[src/rtl/updown_sequencer_if.sv]
// Host-side control/status bundle for the up/down counter sequencer.
interface updown_sequencer_if #(
  parameter int unsigned STEP_W = 4,
  parameter int unsigned LOOP_W = 4
);
  logic              start;
  logic              abort;
  logic [STEP_W-1:0] up_steps;
  logic [STEP_W-1:0] down_steps;
  logic [LOOP_W-1:0] loops;
  logic              cnt_clr;
  logic              cnt_en;
  logic              updown;
  logic              busy;
  logic              done;
  logic [LOOP_W-1:0] loop_cnt;

  // Host / register-block side
  modport master (
    output start, abort, up_steps, down_steps, loops,
    input  cnt_clr, cnt_en, updown, busy, done, loop_cnt
  );

  // Sequencer side
  modport slave (
    input  start, abort, up_steps, down_steps, loops,
    output cnt_clr, cnt_en, updown, busy, done, loop_cnt
  );
endinterface

[src/rtl/updown_sequencer.sv]
// Drives a 4-bit up/down counter through up_steps up / down_steps down, loops times.
module updown_sequencer #(
  parameter int unsigned STEP_W = 4,
  parameter int unsigned LOOP_W = 4
) (
  input  logic                clk,
  input  logic                rst,
  updown_sequencer_if.slave   bus
);

  typedef enum logic [2:0] {
    S_IDLE  = 3'd0,
    S_CLEAR = 3'd1,
    S_UP    = 3'd2,
    S_DOWN  = 3'd3,
    S_DONE  = 3'd4
  } state_t;

  state_t            state_q, state_d;
  state_t            eop_state;
  logic [STEP_W-1:0] step_q, step_d;
  logic [STEP_W-1:0] up_q, up_d;
  logic [STEP_W-1:0] down_q, down_d;
  logic [LOOP_W-1:0] loops_q, loops_d;
  logic [LOOP_W-1:0] loop_q, loop_d;
  logic [LOOP_W-1:0] eop_loop;
  logic              last_pass;
  logic              updown_d;
  logic              cnt_clr_q, cnt_en_q, updown_q, busy_q, done_q;

  // Next-state, step/loop counters and config latch
  always_comb begin
    state_d  = state_q;
    step_d   = step_q;
    up_d     = up_q;
    down_d   = down_q;
    loops_d  = loops_q;
    loop_d   = loop_q;
    updown_d = updown_q;

    // End-of-pass target; loops_q is non-zero whenever UP/DOWN is reachable
    last_pass = (loop_q == loops_q - LOOP_W'(1));
    if (last_pass) begin
      eop_state = S_DONE;
      eop_loop  = loop_q;
    end else begin
      eop_state = (up_q != STEP_W'(0)) ? S_UP : S_DOWN;
      eop_loop  = loop_q + LOOP_W'(1);
    end

    case (state_q)
      S_IDLE: begin
        if (bus.start && !bus.abort) begin
          up_d    = bus.up_steps;
          down_d  = bus.down_steps;
          loops_d = bus.loops;
          loop_d  = LOOP_W'(0);
          state_d = S_CLEAR;
        end
      end
      S_CLEAR: begin
        step_d = STEP_W'(0);
        if (bus.abort) begin
          state_d = S_IDLE;
        end else if (loops_q == LOOP_W'(0) ||
                     (up_q == STEP_W'(0) && down_q == STEP_W'(0))) begin
          state_d = S_DONE;
        end else if (up_q != STEP_W'(0)) begin
          state_d = S_UP;
        end else begin
          state_d = S_DOWN;
        end
      end
      S_UP: begin
        if (bus.abort) begin
          state_d = S_IDLE;
        end else if (step_q == up_q - STEP_W'(1)) begin
          step_d = STEP_W'(0);
          if (down_q != STEP_W'(0)) begin
            state_d = S_DOWN;
          end else begin
            state_d = eop_state;
            loop_d  = eop_loop;
          end
        end else begin
          step_d = step_q + STEP_W'(1);
        end
      end
      S_DOWN: begin
        if (bus.abort) begin
          state_d = S_IDLE;
        end else if (step_q == down_q - STEP_W'(1)) begin
          step_d  = STEP_W'(0);
          state_d = eop_state;
          loop_d  = eop_loop;
        end else begin
          step_d = step_q + STEP_W'(1);
        end
      end
      S_DONE: begin
        state_d = S_IDLE;
      end
      default: begin
        state_d = S_IDLE;
      end
    endcase

    // Direction follows the active phase and holds otherwise
    if (state_d == S_UP) begin
      updown_d = 1'b1;
    end else if (state_d == S_DOWN) begin
      updown_d = 1'b0;
    end
  end

  // State, counters and registered Moore outputs
  always_ff @(posedge clk or negedge rst) begin
    if (!rst) begin
      state_q   <= S_IDLE;
      step_q    <= STEP_W'(0);
      up_q      <= STEP_W'(0);
      down_q    <= STEP_W'(0);
      loops_q   <= LOOP_W'(0);
      loop_q    <= LOOP_W'(0);
      cnt_clr_q <= 1'b0;
      cnt_en_q  <= 1'b0;
      updown_q  <= 1'b1;
      busy_q    <= 1'b0;
      done_q    <= 1'b0;
    end else begin
      state_q   <= state_d;
      step_q    <= step_d;
      up_q      <= up_d;
      down_q    <= down_d;
      loops_q   <= loops_d;
      loop_q    <= loop_d;
      cnt_clr_q <= (state_d == S_CLEAR);
      cnt_en_q  <= (state_d == S_UP) || (state_d == S_DOWN);
      updown_q  <= updown_d;
      busy_q    <= (state_d == S_CLEAR) || (state_d == S_UP) || (state_d == S_DOWN);
      done_q    <= (state_d == S_DONE);
    end
  end

  assign bus.cnt_clr  = cnt_clr_q;
  assign bus.cnt_en   = cnt_en_q;
  assign bus.updown   = updown_q;
  assign bus.busy     = busy_q;
  assign bus.done     = done_q;
  assign bus.loop_cnt = loop_q;

endmodule
[src/flat_wrapper.sv]
// flat-port wrapper written by rule: the top's interface ports become plain ports
module updown_sequencer_flat 
#(
  parameter int unsigned STEP_W = 4,
  parameter int unsigned LOOP_W = 4
)
  (clk, rst, bus_start, bus_abort, bus_up_steps, bus_down_steps, bus_loops, bus_cnt_clr, bus_cnt_en, bus_updown, bus_busy, bus_done, bus_loop_cnt);
  updown_sequencer_if #(.STEP_W(STEP_W), .LOOP_W(LOOP_W)) bus_i ();
  input  logic clk;
  input  logic rst;
  input wire logic [$bits(bus_i.start)-1:0] bus_start;
  input wire logic [$bits(bus_i.abort)-1:0] bus_abort;
  input wire logic [$bits(bus_i.up_steps)-1:0] bus_up_steps;
  input wire logic [$bits(bus_i.down_steps)-1:0] bus_down_steps;
  input wire logic [$bits(bus_i.loops)-1:0] bus_loops;
  output wire logic [$bits(bus_i.cnt_clr)-1:0] bus_cnt_clr;
  output wire logic [$bits(bus_i.cnt_en)-1:0] bus_cnt_en;
  output wire logic [$bits(bus_i.updown)-1:0] bus_updown;
  output wire logic [$bits(bus_i.busy)-1:0] bus_busy;
  output wire logic [$bits(bus_i.done)-1:0] bus_done;
  output wire logic [$bits(bus_i.loop_cnt)-1:0] bus_loop_cnt;
  assign bus_i.start = bus_start;
  assign bus_i.abort = bus_abort;
  assign bus_i.up_steps = bus_up_steps;
  assign bus_i.down_steps = bus_down_steps;
  assign bus_i.loops = bus_loops;
  assign bus_cnt_clr = bus_i.cnt_clr;
  assign bus_cnt_en = bus_i.cnt_en;
  assign bus_updown = bus_i.updown;
  assign bus_busy = bus_i.busy;
  assign bus_done = bus_i.done;
  assign bus_loop_cnt = bus_i.loop_cnt;
  updown_sequencer #(.STEP_W(STEP_W), .LOOP_W(LOOP_W)) u_core (.clk(clk), .rst(rst), .bus(bus_i));
endmodule
[config.mk]
export PLATFORM = sky130hd
export DESIGN_NAME = updown_sequencer_flat
export DESIGN_NICKNAME = d
export VERILOG_FILES = /design/src/rtl/updown_sequencer_if.sv /design/src/rtl/updown_sequencer.sv /design/src/flat_wrapper.sv
export SDC_FILE = /design/constraint.sdc
export NUM_CORES = 1
export LEC_CHECK = 0
export ABC_AREA = 1
export CELL_PAD_IN_SITES_DETAIL_PLACEMENT = 1
export CELL_PAD_IN_SITES_GLOBAL_PLACEMENT = 2
export CORE_ASPECT_RATIO = 1.2
export CORE_MARGIN = 4
export CORE_UTILIZATION = 25
export DETAILED_ROUTE_END_ITERATION = 8
export GPL_ROUTABILITY_DRIVEN = 0
export GPL_TIMING_DRIVEN = 0
export PLACE_DENSITY_LB_ADDON = 0.25
export SYNTH_ARGS = -nofsm -noshare
export SYNTH_HDL_FRONTEND = slang
export SYNTH_SLANG_ARGS = --single-unit
[constraint.sdc]
create_clock -name clk -period 2.5 [get_ports clk]
set_clock_uncertainty 0.1 [all_clocks]
set_input_delay 0.25 -clock clk [delete_from_list [all_inputs] [get_ports clk]]
set_output_delay 0.25 -clock clk [all_outputs]
set_load 0.005 [all_outputs]
Yosys cells after proc, flatten, opt, wreduce, memory -nomap -nowiden --
Cells that the tools add are included.
Operators by class: add/sub/neg operators 5, eq/ne operators 16, muxes and demuxes 26, reductions and logical operators 19
Operator list (number):
- $mux 4 | 11
- $mux 3 | 9
- $pmux 4 s3 | 2
- $eq 3x2->1 const B | 4
- $eq 4x4->1 | 3
- $logic_not 4->1 | 3
- $pmux 3 s4 | 1
- $sub 4x1->4 const B | 3
- $add 4x1->4 const B | 2
- $reduce_bool 4->1 | 2
- $reduce_and 7->1 | 1
- $eq 3x1->1 const B | 2
- $ne 2x1->1 const B | 3
- $ne 2x2->1 const B | 3
- $reduce_bool 3->1 | 2
- $logic_or 1x1->1 | 4
- $eq 3x3->1 const B | 1
- $logic_not 3->1 | 1
- $mux 1 | 3
- $reduce_and 3->1 | 1
- $logic_and 1x1->1 | 2
- $reduce_and 2->1 | 1
- $reduce_bool 2->1 | 1
- $logic_not 1->1 | 1
Word-level totals: flip-flop bits (word level) 28, bits of input ports 16, logic and storage cells 77

Depth between registers and ports, before layout --
Gate-level depths: netlist of run 1.
depth in word-level cells 10, depth in mapped cells 15, gate-level depth less buffers 15

Least setup slack after synthesis of run 1 --
Ideal clock, no wire load.
kind reg2reg, from reg u_core.up_q[0], to reg u_core.busy_q (netlist: u_core.bus.busy), setup time 0.118 ns, arrival 1.504 ns, required time 2.282 ns, path slack 0.778 ns, stages on the path, launching flop included 15, path through dfrtp_1 > inv_1 > ha_1 > nand2_1 > inv_1 > nor2_1 > nand2_1 > nor2_2 > nand2_2 > nand2_4 > nand2_4 > nand2_4 > nand3_2 > inv_1 > nand2_1
Between the ends: elaborated cells on any way between the ends 21, classes of those cells 1 x add/sub; 4 x eq/ne; 10 x mux; 6 x reduce/logical
RTL lines:
- from (decl) | line updown_sequencer.sv:22 | logic [STEP_W-1:0] up_q, up_d;
- from (signal assigned) | line updown_sequencer.sv:133 | up_q <= up_d;
- branches (longest 5 deep; another with $sub 4x1->4)
- $pmux 3 s4 * | line updown_sequencer.sv:51 | case (state_q)
- net u_core.state_d[1] | line updown_sequencer.sv:19 | state_t state_q, state_d;
- $eq 3x1->1 / $eq 3x2->1 (equally long branches) | line updown_sequencer.sv:140 | busy_q <= (state_d == S_CLEAR) || (state_d == S_UP) || (state_d == S_DOWN);
- $logic_or 1x1->1 | line updown_sequencer.sv:140
- $logic_or 1x1->1 * | line updown_sequencer.sv:140
- to (signal assigned) | line updown_sequencer.sv:140
- to (decl) | line updown_sequencer.sv:29 | logic cnt_clr_q, cnt_en_q, updown_q, busy_q, done_q;
Mark *: on every way through the listed nets, which the timed path passes. A chain may end at the register's enable or synchronous reset.

Final worst setup path of run 1 --
Same ends and word-level chain as after synthesis.

==> impl_results.md, run 1 <==
- Io pins: 25
- WL final: between 4000 and 5000 um
- Mapped Cells: 242
- Worst hold path stage count: 2
- Status: finished, final reports clean
- Num CTS Buffers: 3
- Synth async-reset ratio: 100%
- P&R area growth vs syn: 22.6%
- Post-Place Worst Slack: between 400 and 500 ps
- Die area: ~8500 sq um
- Setup TNS: 0 ps
- Post-Syn Nets: 265
- Vias per cell: 4.48
- Largest net degree at the start of global routing: 29
- Multi-input gate area: around 900 sq um
- Count of pins over their slew limit: 0
- Clock transition at path regs: roughly 100 ps
- Global-route wire length before repair: slightly above 8000 um
- Number of synthesized flops with an enable pin: 0
- FMAX: 507 MHz
- Unrepaired setup endpoints after global routing: false
- Commonest cells post-synth: nand2_1 (69), inv_1 (33), dfrtp_1 (27), nand3_1 (23), o21ai_0 (18)
- Critical path's top delay family: simple AND/OR/NAND/NOR gates
- Fin crit period: roughly 2000 ps
- Worst hold slack: about 400 ps
- Fin area: about 2200 sq um
- Hold path start: u_core.bus.updown$_DFFE_PN1P_
- PD cells: 1020 nW/um^2
- Maxcap violations: 0
- H-Tree Depth: 1
- Area leader, netlist: dfrtp_1
- Initial antenna violation count: 0
- Top sig layer: met4
- TritonCTS clock tree: built
- Avg WL per Cell: between 10 and 15 um
- Layout cell share with drive strength beyond 1: approximately an eighth
- Reg2Reg Depth: 14
- Post-synthesis register bit count: 28
- Worst min path class: flip-flop to flip-flop
- Post-route DRC: 0
- Core Util, Final: approximately a third
- Metal-1 WL: about 2100 um
- Fraction of the yosys area taken by sequential cells: between 30% and 40%
- Post-CTS Setup Bufs: 0
- Fin crit share: approximately four fifths
- Most numerous cell in the Yosys netlist: nand2_1
- DR pass1 iterations: 4
- VDD IR max: 0.279 mV
- Synthesized area: between 1500 and 2000 sq um
- Clk sinks: 28
- WS Path Type: flip-flop to flip-flop
- Vias: 1605
- Arrival time of the worst setup path: around 2100 ps
- Top cell type's share of synthesized area: between 30% and 40%
- Synth top area cells: dfrtp_1 (38%), nand2_1 (15%), inv_1 (7.0%)
- GRT Total Usage: around an eighth
- Clock latency at the later pin of the worst-skew pair: 280 ps
- Die H: around 100 um
- DR WL met2: 2620 um
- Total leakage power: around 1.1 nW
- Syn Area/Cell: about 7.3 sq um
- Worst EP required: about 2600 ps
- Layout net count: 295
- CTS Root Cell: clkbuf_8
- Placed instance area: roughly 2100 sq um
- Library cells used by synthesis: 25
- Register area: roughly 700 sq um
- Antenna cells: 0
- Critical path buffers and inverters: 3
- Syn. warnings: 0
- Detail Route met3 WL: around 65 um
- Critical-path cell list: inv_1, ha_1, nand2_1, inv_1, nor2_1, nand2_1, nor2_2, nand2_2, nand2_4, nand2_4, nand2_4, nand3_2, inv_1, nand2_1
- Vias in the first global route: around 1700
- Critical Path Sink Type: flip-flop
- Port buffer count: 24
- Crit-path slowest cell: dfrtp_1
- Fill cells: about 880
- Clk buf depth: 2
- Final worst slack: between 500 and 600 ps
- Worst-Margin Slew: around 690 ps
- Core footprint: roughly 6900 sq um
- Total gr overflow: 0
- Slowest stage delay, CP: roughly 410 ps
- Post-CTS Resized: 0
- Worst slew margin: approximately 54%
- DPL Wire Length: about 3900 um
- Die width: 84.7 um
- Count of final hold-check violations: 0
- Worst reg2reg startpoint: u_core.up_q[0]$_DFFE_PN0P_
- Top FF cell, synth: dfrtp_1
- ANT nets after route: 0
- R2r setup slk: around 530 ps
- Worst setup startpoint: u_core.up_q[0]$_DFFE_PN0P_
- CP Max Fanout: 4
- Cell Rows: 33
- # setup viols final: 0
- Kind of launch point of the worst setup path: flip-flop
- Initial Util: about 26%
- Initial DRC count: 40
- Stages on worst setup path: 14
metal layers:
metal | track usage (%) | vias to the layer above
met5 | 0 | -
met4 | 3.65 | 0
met3 | 1.72 | 5
met2 | 23.1 | 11
met1 | 13.9 | 770
li1 | - | 819
final timing paths:
path	endpoint
max	u_core.bus.busy$_DFF_PN0_
min	u_core.bus.updown$_DFFE_PN1P_
max reg2reg	u_core.bus.busy$_DFF_PN0_
min reg2reg	u_core.bus.updown$_DFFE_PN1P_
max in group asynchronous	u_core.bus.loop_cnt[3]$_DFFE_PN0P_
min in group asynchronous	u_core.up_q[2]$_DFFE_PN0P_
area by class of cell:
class	instances	share of cell area [%]
Multi-Input combinational cell	169	41.4
Tap cell	87	5.03
Sequential cell	28	32.4
Clock buffer	4	2.08
Buffer	2	0.347
Timing Repair Buffer	25	11.3
Inverter	43	7.45
worst min-delay path: cells and delay by family (launching register included):
kind	cells	cell delay (ps)
DFF	1	380
and+or+nand+nor	2	120
timing repair:
| item | CTS | global route |
|---|---|---|
| hold buffers | 1 | 0 |
| setup endpoints to repair | 0 | 0 |
| endpoints found under the hold margin | 27 | 0 |
registers in the layout (all words and copies together) (netlist names):
name	count
u_core.loops_q	4
u_core.bus.cnt_clr	1
u_core.state_q	3
u_core.bus.busy	1
u_core.bus.done	1
u_core.bus.loop_cnt	4
u_core.down_q	4
u_core.bus.cnt_en	1
u_core.bus.updown	1
u_core.up_q	4
u_core.step_q	4
cell usage in the layout, fill, tap and decap left out, drive strengths merged:
master | netlist | layout
a21oi | 1 | 1
a22o | 2 | 2
a22oi | 1 | 1
a31o | 1 | 1
buf | 0 | 1
clkbuf | 2 | 6
clkdlybuf4s50 | 0 | 23
dfrtp | 27 | 27
dfstp | 1 | 1
dlygate4sd3 | 0 | 1
ha | 7 | 7
inv | 43 | 43
nand2 | 75 | 75
nand3 | 24 | 24
nand4 | 6 | 6
nor2 | 25 | 25
o21ai | 22 | 22
o22ai | 1 | 1
xor2 | 4 | 4
through the flow:
stage               instances  power [mW]
finish                    358        2.21
global route              358        2.47
CTS                       358        2.27
detailed placement        353        1.99
global placement          353        1.96
floorplan                 242        1.59
power breakdown:
part           internal, mW  switching (mW)
combinational         0.447           0.774
sequential            0.612           0.112
clock                 0.115           0.150
total                  1.17            1.04
cells by family after synthesis:
logic type,Yosys count,synth area share (%)
DFF,28,39.7
and+or+nand+nor,130,34.8
adders and majority gates,7,4.96
buffers and inverters,45,9.56
xor gates and xnor gates,4,1.98
AOI/OAI and AO/OA,28,8.99
Power figures use the tool's default switching activity.
==> run 2: changes to the inputs <==
==> constraint.sdc (replaced) <==
create_clock -name clk -period 1.8 [get_ports clk]
set_clock_uncertainty 0.1 [all_clocks]
set_input_delay 0.18 -clock clk [delete_from_list [all_inputs] [get_ports clk]]
set_output_delay 0.18 -clock clk [all_outputs]
set_load 0.005 [all_outputs]
==> impl_results.md, run 2 (synthesis results as in run 1) <==
- Status: finished with violations
- Failing checks: negative setup slack
- Worst slew margin: a little over half
- Clock latency at the later pin of the worst-skew pair: ~280 ps
- PD cells: approximately 1500 nW/um^2
- Unrepaired setup endpoints after global routing: true
- Clock transition at path regs: approximately 100 ps
- Fill cells: around 860
- Vias per cell: between 4 and 5
- Fin area: ~2500 sq um
- VDD IR max: 0.528 mV
- Worst hold endpoint: u_core.loops_q[0]$_DFFE_PN0P_
- Final worst slack: -29.7 ps
- WS Path Type: flip-flop to flip-flop
- WL final: 5040 um
- Setup TNS: -90.2 ps
- Pwr Total: roughly 3.7 mW
- Cell Rows: 33
- Reg2Reg Depth: 14
- Worst-Margin Slew: approximately 690 ps
- Global-route wire length before repair: between 8000 and 9000 um
- Slowest stage delay, CP: roughly 400 ps
- Worst hold path stage count: 3
- Critical-path cell list: inv_2, ha_4, nand2_1, inv_1, nor2_1, nand2_1, nor2_4, nand2_2, nand2_4, nand2_8, nand2_8, nand3_4, inv_1, nand2_1
- Avg WL per Cell: about 13 um
- Total leakage power: 1.19 nW
- Vias in the first global route: 1786
- Hold path start: bus_loops[0]
- TritonCTS clock tree: built
- Clk sinks: 28
- Crit-path slowest cell: dfrtp_1
- Critical Path Most Common Cell: nand2_1
- Core footprint: just under 7000 sq um
- Post-route DRC: 0
- DPL Wire Length: about 3900 um
- Worst reg2reg startpoint: u_core.up_q[0]$_DFFE_PN0P_
- Antenna cells: 0
- Initial DRC count: 38
- P&R area growth vs syn: 39.1%
- GRT Total Usage: between 10% and 20%
- H-Tree Depth: 1
- R2r setup slk: -30 ps
- Critical Path Sink Type: flip-flop
- Count of pins over their slew limit: 0
- Fin crit period: about 1800 ps
- Count of final hold-check violations: 0
- Terminus of the critical flop-to-flop path: u_core.bus.busy$_DFF_PN0_
- CTS Root Cell: clkbuf_8
- DP Cell Count: 353
- Largest net degree at the start of global routing: 29
- Core Util, Final: roughly 36%
- Critical path's top delay family: simple AND/OR/NAND/NOR gates
- # setup viols final: 6
- Critical path buffers and inverters: 3
- Placed instance area: 2110 sq um
- Leading cell type in the layout, fill and taps excluded: nand2_1
- Worst min path class: primary input to flip-flop
- Commonest non-fill, non-tap cells in the layout: nand2_1 (59), dfrtp_1 (27), inv_1 (26)
- Worst setup startpoint: u_core.up_q[0]$_DFFE_PN0P_
- Arrival time of the worst setup path: roughly 1900 ps
- Die area: 8480 sq um
- ANT nets after route: 0
- Clk buf depth: 2
- Io pins: 25
- Total gr overflow: 0
- CP Max Fanout: 4
- Post-Place Worst Slack: -204 ps
- Initial Util: 25.8%
- DR pass1 iterations: 4
- Die width: approximately 85 um
- Maxcap violations: 0
- Worst EP required: between 1500 and 2000 ps
- Num CTS Buffers: 3
- Non-filler cells, final: ~370
- Worst hold slack: ~350 ps
- Port buffer count: 24
- Die H: 100 um
- Kind of launch point of the worst setup path: flip-flop
- FMAX: about 550 MHz
- Layout net count: around 310
- Layout cell share with drive strength beyond 1: a little under 30%
- Vias: between 1500 and 2000
- Initial antenna violation count: 0
- Fin crit share: 102%
==> run 2: area by class of cell <==
type | count | area (sq um) | area share, %
clock buffers | 4 | 45.0 | 1.83
flip-flops and latches | 28 | 702 | 28.6
multi-input cells | 169 | 1060 | 43.2
inverters | 43 | 161 | 6.57
plain buffers | 2 | 10.0 | 0.407
repair buffers | 41 | 369 | 15.0
well taps | 87 | 109 | 4.43
==> run 2: how the worst max path moves through the flow <==
| stage | slack, ps | depth (start not counted) | end |
|---|---|---|---|
| detailed placement | -200 | 6 | u_core.loops_q[3]$_DFFE_PN0P_ |
| CTS | -10 | 14 | u_core.bus.busy$_DFF_PN0_ |
| finish | -30 | 14 | u_core.bus.busy$_DFF_PN0_ |
| global placement | -210 | 1 | u_core.loops_q[3]$_DFFE_PN0P_ |
| floorplan | 80 | 14 | u_core.bus.busy$_DFF_PN0_ |
| global route | -160 | 13 | u_core.bus.busy$_DFF_PN0_ |
==> run 2: power by group <==
part           leakage, nW  switching (mW)  internal, mW
clock               0.0228           0.207         0.159
combinational        0.806            1.32         0.960
sequential           0.364           0.162         0.850
==> run 2: timing repair <==
action                     CTS  global route
hold buffers                 1             0
gates resized for setup     19            28
setup endpoints to repair   22            14
hold endpoints to repair    27             0
pin swaps                   13            15
setup buffers               10             6
==> run 2: routing by layer <==
metal  vias to the layer above  wire, um  GRT usage (%)
li1                        852         -              -
met1                       799      2130           14.1
met2                        19      2730           23.5
met3                         7        96           1.89
met4                         0        85           4.02
met5                         -         0              0
==> run 2: worst register-to-register path, cell delays in order, from the launching register on <==
cell and delay [ps]:
dfrtp_1 400, inv_2 90, ha_4 200, nand2_1 60, inv_1 40, nor2_1 70, nand2_1 90, nor2_4 120
nand2_2 90, nand2_4 100, nand2_8 90, nand2_8 100, nand3_4 80, inv_1 60, nand2_1 40
==> run 3: changes to the inputs <==
--- a/config.mk
+++ b/config.mk
@@ -12,7 +12,6 @@
 export CORE_MARGIN = 4
 export CORE_UTILIZATION = 25
 export DETAILED_ROUTE_END_ITERATION = 8
-export GPL_ROUTABILITY_DRIVEN = 0
 export GPL_TIMING_DRIVEN = 0
 export PLACE_DENSITY_LB_ADDON = 0.25
 export SYNTH_ARGS = -nofsm -noshare
==> results of run 3 <==
Same layout as run 2: the final DEF is identical, and so are final timing and power.
